===== config.mk =====
export PLATFORM = sky130hd
export DESIGN_NAME = ldm_stm_seq_flat
export DESIGN_NICKNAME = d
export VERILOG_FILES = /design/src/rtl/ldm_stm_seq_pkg.sv /design/src/rtl/ldm_stm_seq_if.sv /design/src/rtl/ldm_stm_seq_reglist_pick.sv /design/src/rtl/ldm_stm_seq.sv /design/src/flat_wrapper.sv
export SDC_FILE = /design/constraint.sdc
export NUM_CORES = 1
export LEC_CHECK = 0
export CAP_MARGIN = 20
export CORE_MARGIN = 5
export CORE_UTILIZATION = 46
export DETAILED_ROUTE_END_ITERATION = 8
export GPL_TIMING_DRIVEN = 0
export PLACE_DENSITY_LB_ADDON = 0.08
export RECOVER_POWER = 25
export SYNTH_ARGS = -nofsm -noshare
export SYNTH_HDL_FRONTEND = slang
export SYNTH_SLANG_ARGS = --single-unit

===== constraint.sdc =====
create_clock -name clk -period 8.7 [get_ports clk]
set_clock_uncertainty 0.05 [all_clocks]
set_input_delay 1.305 -clock clk [delete_from_list [all_inputs] [get_ports clk]]
set_output_delay 1.305 -clock clk [all_outputs]
set_load 0.005 [all_outputs]

===== src/rtl/ldm_stm_seq_pkg.sv =====
`default_nettype none
// +-----------------------------------------------------------------------+
// | ldm_stm_seq_pkg                                                       |
// | Shared state encoding and constants for the LDM/STM sequencer.        |
// | Rev 1.0                                                               |
// +-----------------------------------------------------------------------+
package ldm_stm_seq_pkg;

    typedef enum logic [1:0] {
        S_IDLE = 2'd0,
        S_XFER = 2'd1,
        S_WB   = 2'd2,
        S_DONE = 2'd3
    } state_t;

    localparam int         WORD_BYTES = 4;
    localparam logic [3:0] PC_IDX     = 4'd15;

endpackage
`default_nettype wire


===== src/rtl/ldm_stm_seq_if.sv =====
`default_nettype none
// +-----------------------------------------------------------------------+
// | ldm_stm_seq_if                                                        |
// | Command, regfile and data-memory signals of the LDM/STM sequencer.    |
// | Rev 1.0                                                               |
// +-----------------------------------------------------------------------+
interface ldm_stm_seq_if #(
    parameter int ADDR_W = 32,
    parameter int DATA_W = 32
);
    logic              start;
    logic              is_load;
    logic              pre;
    logic              up;
    logic              wback;
    logic [3:0]        rn;
    logic [15:0]       reglist;
    logic [ADDR_W-1:0] base;

    logic [3:0]        ra;
    logic [DATA_W-1:0] rd;
    logic              regWrite;
    logic [3:0]        wa3;
    logic [DATA_W-1:0] wd3;
    logic              pc_we;
    logic [DATA_W-1:0] pc_wd;

    logic              mem_req;
    logic              mem_we;
    logic [ADDR_W-1:0] mem_addr;
    logic [DATA_W-1:0] mem_wdata;
    logic [DATA_W-1:0] mem_rdata;
    logic              mem_ready;

    logic              busy;
    logic              done;

    modport master (
        input  start, is_load, pre, up, wback, rn, reglist, base,
        input  rd, mem_rdata, mem_ready,
        output ra, regWrite, wa3, wd3, pc_we, pc_wd,
        output mem_req, mem_we, mem_addr, mem_wdata, busy, done
    );

    modport slave (
        output start, is_load, pre, up, wback, rn, reglist, base,
        output rd, mem_rdata, mem_ready,
        input  ra, regWrite, wa3, wd3, pc_we, pc_wd,
        input  mem_req, mem_we, mem_addr, mem_wdata, busy, done
    );
endinterface
`default_nettype wire


===== src/rtl/ldm_stm_seq_reglist_pick.sv =====
`default_nettype none
// +-----------------------------------------------------------------------+
// | ldm_stm_seq_reglist_pick                                              |
// | Lowest set index and popcount of a 16-bit register list.              |
// | Rev 1.0                                                               |
// +-----------------------------------------------------------------------+
module ldm_stm_seq_reglist_pick (
    input  logic [15:0] i_list,
    output logic [3:0]  o_idx,
    output logic [4:0]  o_count
);
    always_comb begin
        o_idx   = 4'd0;
        o_count = 5'd0;
        // Scan downwards so the lowest set bit is the last one written.
        for (int i = 15; i >= 0; i--) begin
            if (i_list[i]) begin
                o_idx = 4'(i);
            end
            o_count = o_count + 5'(i_list[i]);
        end
    end
endmodule
`default_nettype wire


===== src/rtl/ldm_stm_seq.sv =====
`default_nettype none
// +-----------------------------------------------------------------------+
// | ldm_stm_seq                                                           |
// | Load/store-multiple sequencer: walks a register list over memory.     |
// | Rev 1.0                                                               |
// +-----------------------------------------------------------------------+
module ldm_stm_seq
    import ldm_stm_seq_pkg::*;
#(
    parameter int ADDR_W = 32,
    parameter int DATA_W = 32
) (
    input  logic              clk,
    input  logic              reset,
    ldm_stm_seq_if.master     bus
);
    state_t            state_q,   state_d;
    logic [15:0]       list_q,    list_d;
    logic [ADDR_W-1:0] addr_q,    addr_d;
    logic [ADDR_W-1:0] final_q,   final_d;
    logic              is_load_q, is_load_d;
    logic              do_wb_q,   do_wb_d;
    logic [3:0]        rn_q,      rn_d;

    logic [15:0]       w_pick_list;
    logic [3:0]        w_pick_idx;
    logic [4:0]        w_pick_cnt;
    logic [ADDR_W-1:0] w_span;
    logic [ADDR_W-1:0] w_word;
    logic              w_last;

    // One encoder serves both the start popcount (IDLE) and the walk (XFER).
    assign w_pick_list = (state_q == S_IDLE) ? bus.reglist : list_q;

    ldm_stm_seq_reglist_pick u_pick (
        .i_list  (w_pick_list),
        .o_idx   (w_pick_idx),
        .o_count (w_pick_cnt)
    );

    assign w_word = ADDR_W'(WORD_BYTES);
    assign w_span = ADDR_W'(w_pick_cnt) << 2;
    assign w_last = (w_pick_cnt == 5'd1);

    always_ff @(posedge clk) begin
        if (reset) begin
            state_q   <= S_IDLE;
            list_q    <= '0;
            addr_q    <= '0;
            final_q   <= '0;
            is_load_q <= 1'b0;
            do_wb_q   <= 1'b0;
            rn_q      <= '0;
        end else begin
            state_q   <= state_d;
            list_q    <= list_d;
            addr_q    <= addr_d;
            final_q   <= final_d;
            is_load_q <= is_load_d;
            do_wb_q   <= do_wb_d;
            rn_q      <= rn_d;
        end
    end

    always_comb begin
        state_d   = state_q;
        list_d    = list_q;
        addr_d    = addr_q;
        final_d   = final_q;
        is_load_d = is_load_q;
        do_wb_d   = do_wb_q;
        rn_d      = rn_q;
        case (state_q)
            S_IDLE: begin
                if (bus.start) begin
                    list_d    = bus.reglist;
                    is_load_d = bus.is_load;
                    rn_d      = bus.rn;
                    // A loaded base register takes priority over writeback.
                    do_wb_d   = bus.wback && !(bus.is_load && bus.reglist[bus.rn]);
                    final_d   = bus.up ? (bus.base + w_span) : (bus.base - w_span);
                    case ({bus.pre, bus.up})
                        2'b01:   addr_d = bus.base;
                        2'b11:   addr_d = bus.base + w_word;
                        2'b00:   addr_d = bus.base - w_span + w_word;
                        default: addr_d = bus.base - w_span;
                    endcase
                    state_d = (w_pick_cnt == 5'd0) ? S_DONE : S_XFER;
                end
            end
            S_XFER: begin
                if (bus.mem_ready) begin
                    list_d[w_pick_idx] = 1'b0;
                    addr_d             = addr_q + w_word;
                    if (w_last) begin
                        state_d = do_wb_q ? S_WB : S_DONE;
                    end
                end
            end
            S_WB:    state_d = S_DONE;
            S_DONE:  state_d = S_IDLE;
            default: state_d = S_IDLE;
        endcase
    end

    // Outputs are held quiet while reset is asserted so an aborted
    // transfer cannot issue one last register or PC write.
    always_comb begin
        bus.ra        = '0;
        bus.regWrite  = 1'b0;
        bus.wa3       = '0;
        bus.wd3       = '0;
        bus.pc_we     = 1'b0;
        bus.pc_wd     = '0;
        bus.mem_req   = 1'b0;
        bus.mem_we    = 1'b0;
        bus.mem_addr  = '0;
        bus.mem_wdata = '0;
        bus.busy      = 1'b0;
        bus.done      = 1'b0;
        if (!reset) begin
            case (state_q)
                S_XFER: begin
                    bus.busy      = 1'b1;
                    bus.mem_req   = 1'b1;
                    bus.mem_we    = !is_load_q;
                    bus.mem_addr  = {addr_q[ADDR_W-1:2], 2'b00};
                    bus.ra        = w_pick_idx;
                    bus.mem_wdata = bus.rd;
                    if (is_load_q && bus.mem_ready) begin
                        if (w_pick_idx == PC_IDX) begin
                            bus.pc_we = 1'b1;
                            bus.pc_wd = bus.mem_rdata;
                        end else begin
                            bus.regWrite = 1'b1;
                            bus.wa3      = w_pick_idx;
                            bus.wd3      = bus.mem_rdata;
                        end
                    end
                end
                S_WB: begin
                    bus.busy     = 1'b1;
                    bus.regWrite = 1'b1;
                    bus.wa3      = rn_q;
                    bus.wd3      = DATA_W'(final_q);
                end
                S_DONE: begin
                    bus.busy = 1'b1;
                    bus.done = 1'b1;
                end
                default: ;
            endcase
        end
    end
endmodule
`default_nettype wire


===== src/flat_wrapper.sv =====
// flat-port wrapper written by rule: the top's interface ports become plain ports
module ldm_stm_seq_flat import ldm_stm_seq_pkg::*;
#(
    parameter int ADDR_W = 32,
    parameter int DATA_W = 32
)
  (clk, reset, bus_start, bus_is_load, bus_pre, bus_up, bus_wback, bus_rn, bus_reglist, bus_base, bus_rd, bus_mem_rdata, bus_mem_ready, bus_ra, bus_regWrite, bus_wa3, bus_wd3, bus_pc_we, bus_pc_wd, bus_mem_req, bus_mem_we, bus_mem_addr, bus_mem_wdata, bus_busy, bus_done);
  ldm_stm_seq_if #(.ADDR_W(ADDR_W), .DATA_W(DATA_W)) bus_i ();
  input  logic clk;
  input  logic reset;
  input wire logic [$bits(bus_i.start)-1:0] bus_start;
  input wire logic [$bits(bus_i.is_load)-1:0] bus_is_load;
  input wire logic [$bits(bus_i.pre)-1:0] bus_pre;
  input wire logic [$bits(bus_i.up)-1:0] bus_up;
  input wire logic [$bits(bus_i.wback)-1:0] bus_wback;
  input wire logic [$bits(bus_i.rn)-1:0] bus_rn;
  input wire logic [$bits(bus_i.reglist)-1:0] bus_reglist;
  input wire logic [$bits(bus_i.base)-1:0] bus_base;
  input wire logic [$bits(bus_i.rd)-1:0] bus_rd;
  input wire logic [$bits(bus_i.mem_rdata)-1:0] bus_mem_rdata;
  input wire logic [$bits(bus_i.mem_ready)-1:0] bus_mem_ready;
  output wire logic [$bits(bus_i.ra)-1:0] bus_ra;
  output wire logic [$bits(bus_i.regWrite)-1:0] bus_regWrite;
  output wire logic [$bits(bus_i.wa3)-1:0] bus_wa3;
  output wire logic [$bits(bus_i.wd3)-1:0] bus_wd3;
  output wire logic [$bits(bus_i.pc_we)-1:0] bus_pc_we;
  output wire logic [$bits(bus_i.pc_wd)-1:0] bus_pc_wd;
  output wire logic [$bits(bus_i.mem_req)-1:0] bus_mem_req;
  output wire logic [$bits(bus_i.mem_we)-1:0] bus_mem_we;
  output wire logic [$bits(bus_i.mem_addr)-1:0] bus_mem_addr;
  output wire logic [$bits(bus_i.mem_wdata)-1:0] bus_mem_wdata;
  output wire logic [$bits(bus_i.busy)-1:0] bus_busy;
  output wire logic [$bits(bus_i.done)-1:0] bus_done;
  assign bus_i.start = bus_start;
  assign bus_i.is_load = bus_is_load;
  assign bus_i.pre = bus_pre;
  assign bus_i.up = bus_up;
  assign bus_i.wback = bus_wback;
  assign bus_i.rn = bus_rn;
  assign bus_i.reglist = bus_reglist;
  assign bus_i.base = bus_base;
  assign bus_i.rd = bus_rd;
  assign bus_i.mem_rdata = bus_mem_rdata;
  assign bus_i.mem_ready = bus_mem_ready;
  assign bus_ra = bus_i.ra;
  assign bus_regWrite = bus_i.regWrite;
  assign bus_wa3 = bus_i.wa3;
  assign bus_wd3 = bus_i.wd3;
  assign bus_pc_we = bus_i.pc_we;
  assign bus_pc_wd = bus_i.pc_wd;
  assign bus_mem_req = bus_i.mem_req;
  assign bus_mem_we = bus_i.mem_we;
  assign bus_mem_addr = bus_i.mem_addr;
  assign bus_mem_wdata = bus_i.mem_wdata;
  assign bus_busy = bus_i.busy;
  assign bus_done = bus_i.done;
  ldm_stm_seq #(.ADDR_W(ADDR_W), .DATA_W(DATA_W)) u_core (.clk(clk), .reset(reset), .bus(bus_i));
endmodule

==> results.yml <==
outcome:
  status: "finished with violations"
  violations: "max-capacitance violations, max-slew violations"
floorplan:
  dieArea_um2: 25200
  io_pins: 266
  die_h_um: 159
  rows: 54
  initial_core_util_pct: 46.7
  die_w_um: 159
  core_um2: 21800
worst_setup_path:
  crit_type: "primary input to flop"
  rr_endpoint: "u_core.addr_q[19]$_SDFFE_PP0P_"
  path_max_fanout: 7
  worstPathRequired_ps: 8890
  regToRegSetupSlack_ps: 230
  reg2reg_depth: 26
  worstReg2RegStart: "u_core.state_q[0]$_SDFFE_PP0P_"
  end_kind: "flop"
  start_kind: "primary input"
  cp.arrival_ps: 8700
synthesis:
  synth_area_leaders: "dfxtp_1 17%, a21oi_1 5.5%, nand2_1 5.3%"
  synthArstFlopShare_pct: 0
  syn_area_um2: 10200
  synth_top_area_cell: "dfxtp_1"
  yosysSeqAreaShare_pct: 16.9
  yosys_warnings: 0
  yosysMostFrequentCell: "nand2_1"
  synthCells: 1456
  ys_ff_latch: 86
  dominantRegCellSynth: "dfxtp_1"
  syn-mean-instance-area_um2: 7.00
  synth_edf_count: 0
  synth_top_area_share_pct: 16.9
  ys_types: 88
  synth.top_cells.by_count: "145 x nand2_1, 112 x a21oi_1, 104 x nor2_1"
clock_tree:
  cts_htree_levels: 3
  clk_latency_ps: 370
  holdBufCountCts: 0
  clock_path_buffers: 2
  tritoncts: "yes"
  cts.reportedPaths.clkPinSlew_ps: 70
  cts_made_buffers: 9
  root_buffer: "clkbuf_16"
  clock_sinks: 86
place:
  hpwl_um: 41800
  numPortBuffers: 255
  dp_cells: 1993
  gp_congestion: 1.06
worst_hold_path:
  hp-class: "flop to flop"
  hold_end: "u_core.final_q[26]$_SDFFE_PP0P_"
  hold_depth: 2
  min_from: "u_core.final_q[26]$_SDFFE_PP0P_"
timing:
  finalHoldViolCount: 0
  setup_viol: 0
  max_clock_freq_mhz: 118
  setup-tns-final_ps: 0
  max_slew_margin_pct: -25.1
  fin_crit_sh_pct: 97.8
  min_period_ps: 8510
  maxSlewViolCount: 8
  worstMarginPinSlew_ps: 1860
global_route:
  grt_antenna_before_repair: 2
  grt_pass1_vias: 12643
  grt-ovfl-total: 0
  grt_first_pass_wirelength_um: 76700
  grt_use_total_pct: 38.5
  grt_max_degree: 15
final_layout:
  area_growth_pct: 33.6
  nFillCells: 2075
  multi_input_area_um2: 7940
  nNetsFinal: 1890
  drive_gt1_share_pct: 5.48
  layoutNonFillerInstCount: 2016
  seqCellArea_um2: 1720
flow_run:
  drv_cap: 1
route:
  ant_nets: 0
  drt_iter0_markers: 1864
  drc: 0
  detail_route.wl_per_cell_um: 25.7
  dr.pass1.iters: 6
  viasPerCell: 6.70
  wl_um: 51900
  vias: 13499
[cells in the final DEF, fill, tap and decap left out, drive strengths merged, types with 7 or more instances in the layout]
cell type	netlist	routed
and2	39	39
o211ai	12	12
dfxtp	86	86
nor4b	9	9
a31o	7	7
xor2	19	19
buf	17	23
mux2	10	10
nand3	63	63
a21o	9	9
inv	47	48
nor3	64	64
xnor2	34	34
o31ai	15	15
a21oi	112	112
o21ai	75	75
a31oi	21	21
or3	18	18
a211oi	18	18
nor2b	13	13
o22ai	9	9
fa	12	12
a221oi	7	7
dlygate4sd3	0	33
or4	20	20
clkdlybuf4s50	0	221
o311ai	12	12
and3	77	77
nand4	24	24
nand2	145	145
a22oi	10	10
o31a	7	7
nor4	32	32
nor2	104	104
a2111oi	10	10
mux2i	20	20
a22o	36	36
ha	25	25
nand2b	17	17
clkbuf	99	110
[logic make-up after synthesis]
| group | count (synthesis) | synth area share [%] |
|---|---|---|
| XOR/XNOR | 53 | 4.56 |
| other | 1 | 0.0368 |
| buffers and inverters | 167 | 6.44 |
| AND/OR/NAND/NOR | 644 | 33.2 |
| AO/OA/AOI/OAI | 433 | 29.3 |
| multiplexers | 35 | 4.18 |
| flip-flops | 86 | 16.9 |
| adder cells (fa/ha/maj) | 37 | 5.43 |
[state kept, by name, summed over array words and instances (netlist names)]
register,count
u_core.do_wb_q,1
u_core.list_q,16
u_core.is_load_q,1
u_core.addr_q,30
u_core.state_q,2
u_core.final_q,32
u_core.rn_q,4
[per-layer routing]
metal / share of wire, % / global-route usage (%)
met1: 37 / 47.0
met5: 0.027 / 0
met4: 6.7 / 22.0
met3: 11 / 9.41
met2: 45 / 61.9
[worst max-delay path: stages]
cell             delay (ps)
clkdlybuf4s50_1         480
mux2_2                  340
fa_1                    540
inv_1                    50
fa_1                    500
inv_1                    50
fa_1                    480
fa_1                    550
ha_1                    170
inv_1                    60
fa_1                    390
xor2_1                  280
inv_1                   120
ha_1                    290
buf_2                   190
nor2b_1                 200
a2111o_1                560
a41oi_2                 290
a2bb2oi_4               190
or4b_4                  510
or4_1                   560
nor4b_1                 160
or3_1                   420
[layout make-up]
type / instances / share of cell area (%)
Antenna cell: 2 / 0.0368
Buffer: 115 / 3.47
Clock buffer: 11 / 1.78
Clock inverter: 5 / 0.597
Inverter: 51 / 1.41
Multi-Input combinational cell: 1204 / 58.4
Sequential cell: 86 / 12.6
Tap cell: 280 / 2.57
Timing Repair Buffer: 262 / 19.1
[how the worst max path moves through the flow]
stage / startpoint / to / cells after the start
6_report: bus_reglist[11] / u_core.addr_q[19]$_SDFFE_PP0P_ / 23
5_1_grt: u_core.state_q[0]$_SDFFE_PP0P_ / u_core.addr_q[19]$_SDFFE_PP0P_ / 26
4_1_cts: u_core.state_q[0]$_SDFFE_PP0P_ / u_core.addr_q[19]$_SDFFE_PP0P_ / 27
3_5_place_dp: bus_reglist[1] / u_core.addr_q[19]$_SDFFE_PP0P_ / 24
3_3_place_gp: u_core.state_q[0]$_SDFFE_PP0P_ / u_core.addr_q[19]$_SDFFE_PP0P_ / 29
2_1_floorplan: u_core.state_q[0]$_SDFFE_PP0P_ / u_core.addr_q[19]$_SDFFE_PP0P_ / 25
[timing repair]
| item | 4_1_cts | 5_1_grt |
|---|---|---|
| buffers inserted | 1 | 5 |
| pin swaps | 2 | 2 |
| endpoints found under the setup margin | 22 | 19 |
| resized for setup | 13 | 21 |
[stage by stage]
stage / worst slack [ps] / hold WS (ps) / utilization (%) / cell area (µm²)
floorplan: 635 / 382 / - / 10200
global placement: -643 / 393 / 60.0 / 13100
finish: 192 / 405 / 62.4 / 13600
CTS: 40.1 / 407 / 61.8 / 13500
global route: -28.1 / 422 / 62.4 / 13600
detailed placement: -724 / 397 / 60.0 / 13100
Power is left out: the tool's default activity adds up to more than one toggle a clock period on the data nets, which glitch-free logic cannot reach.
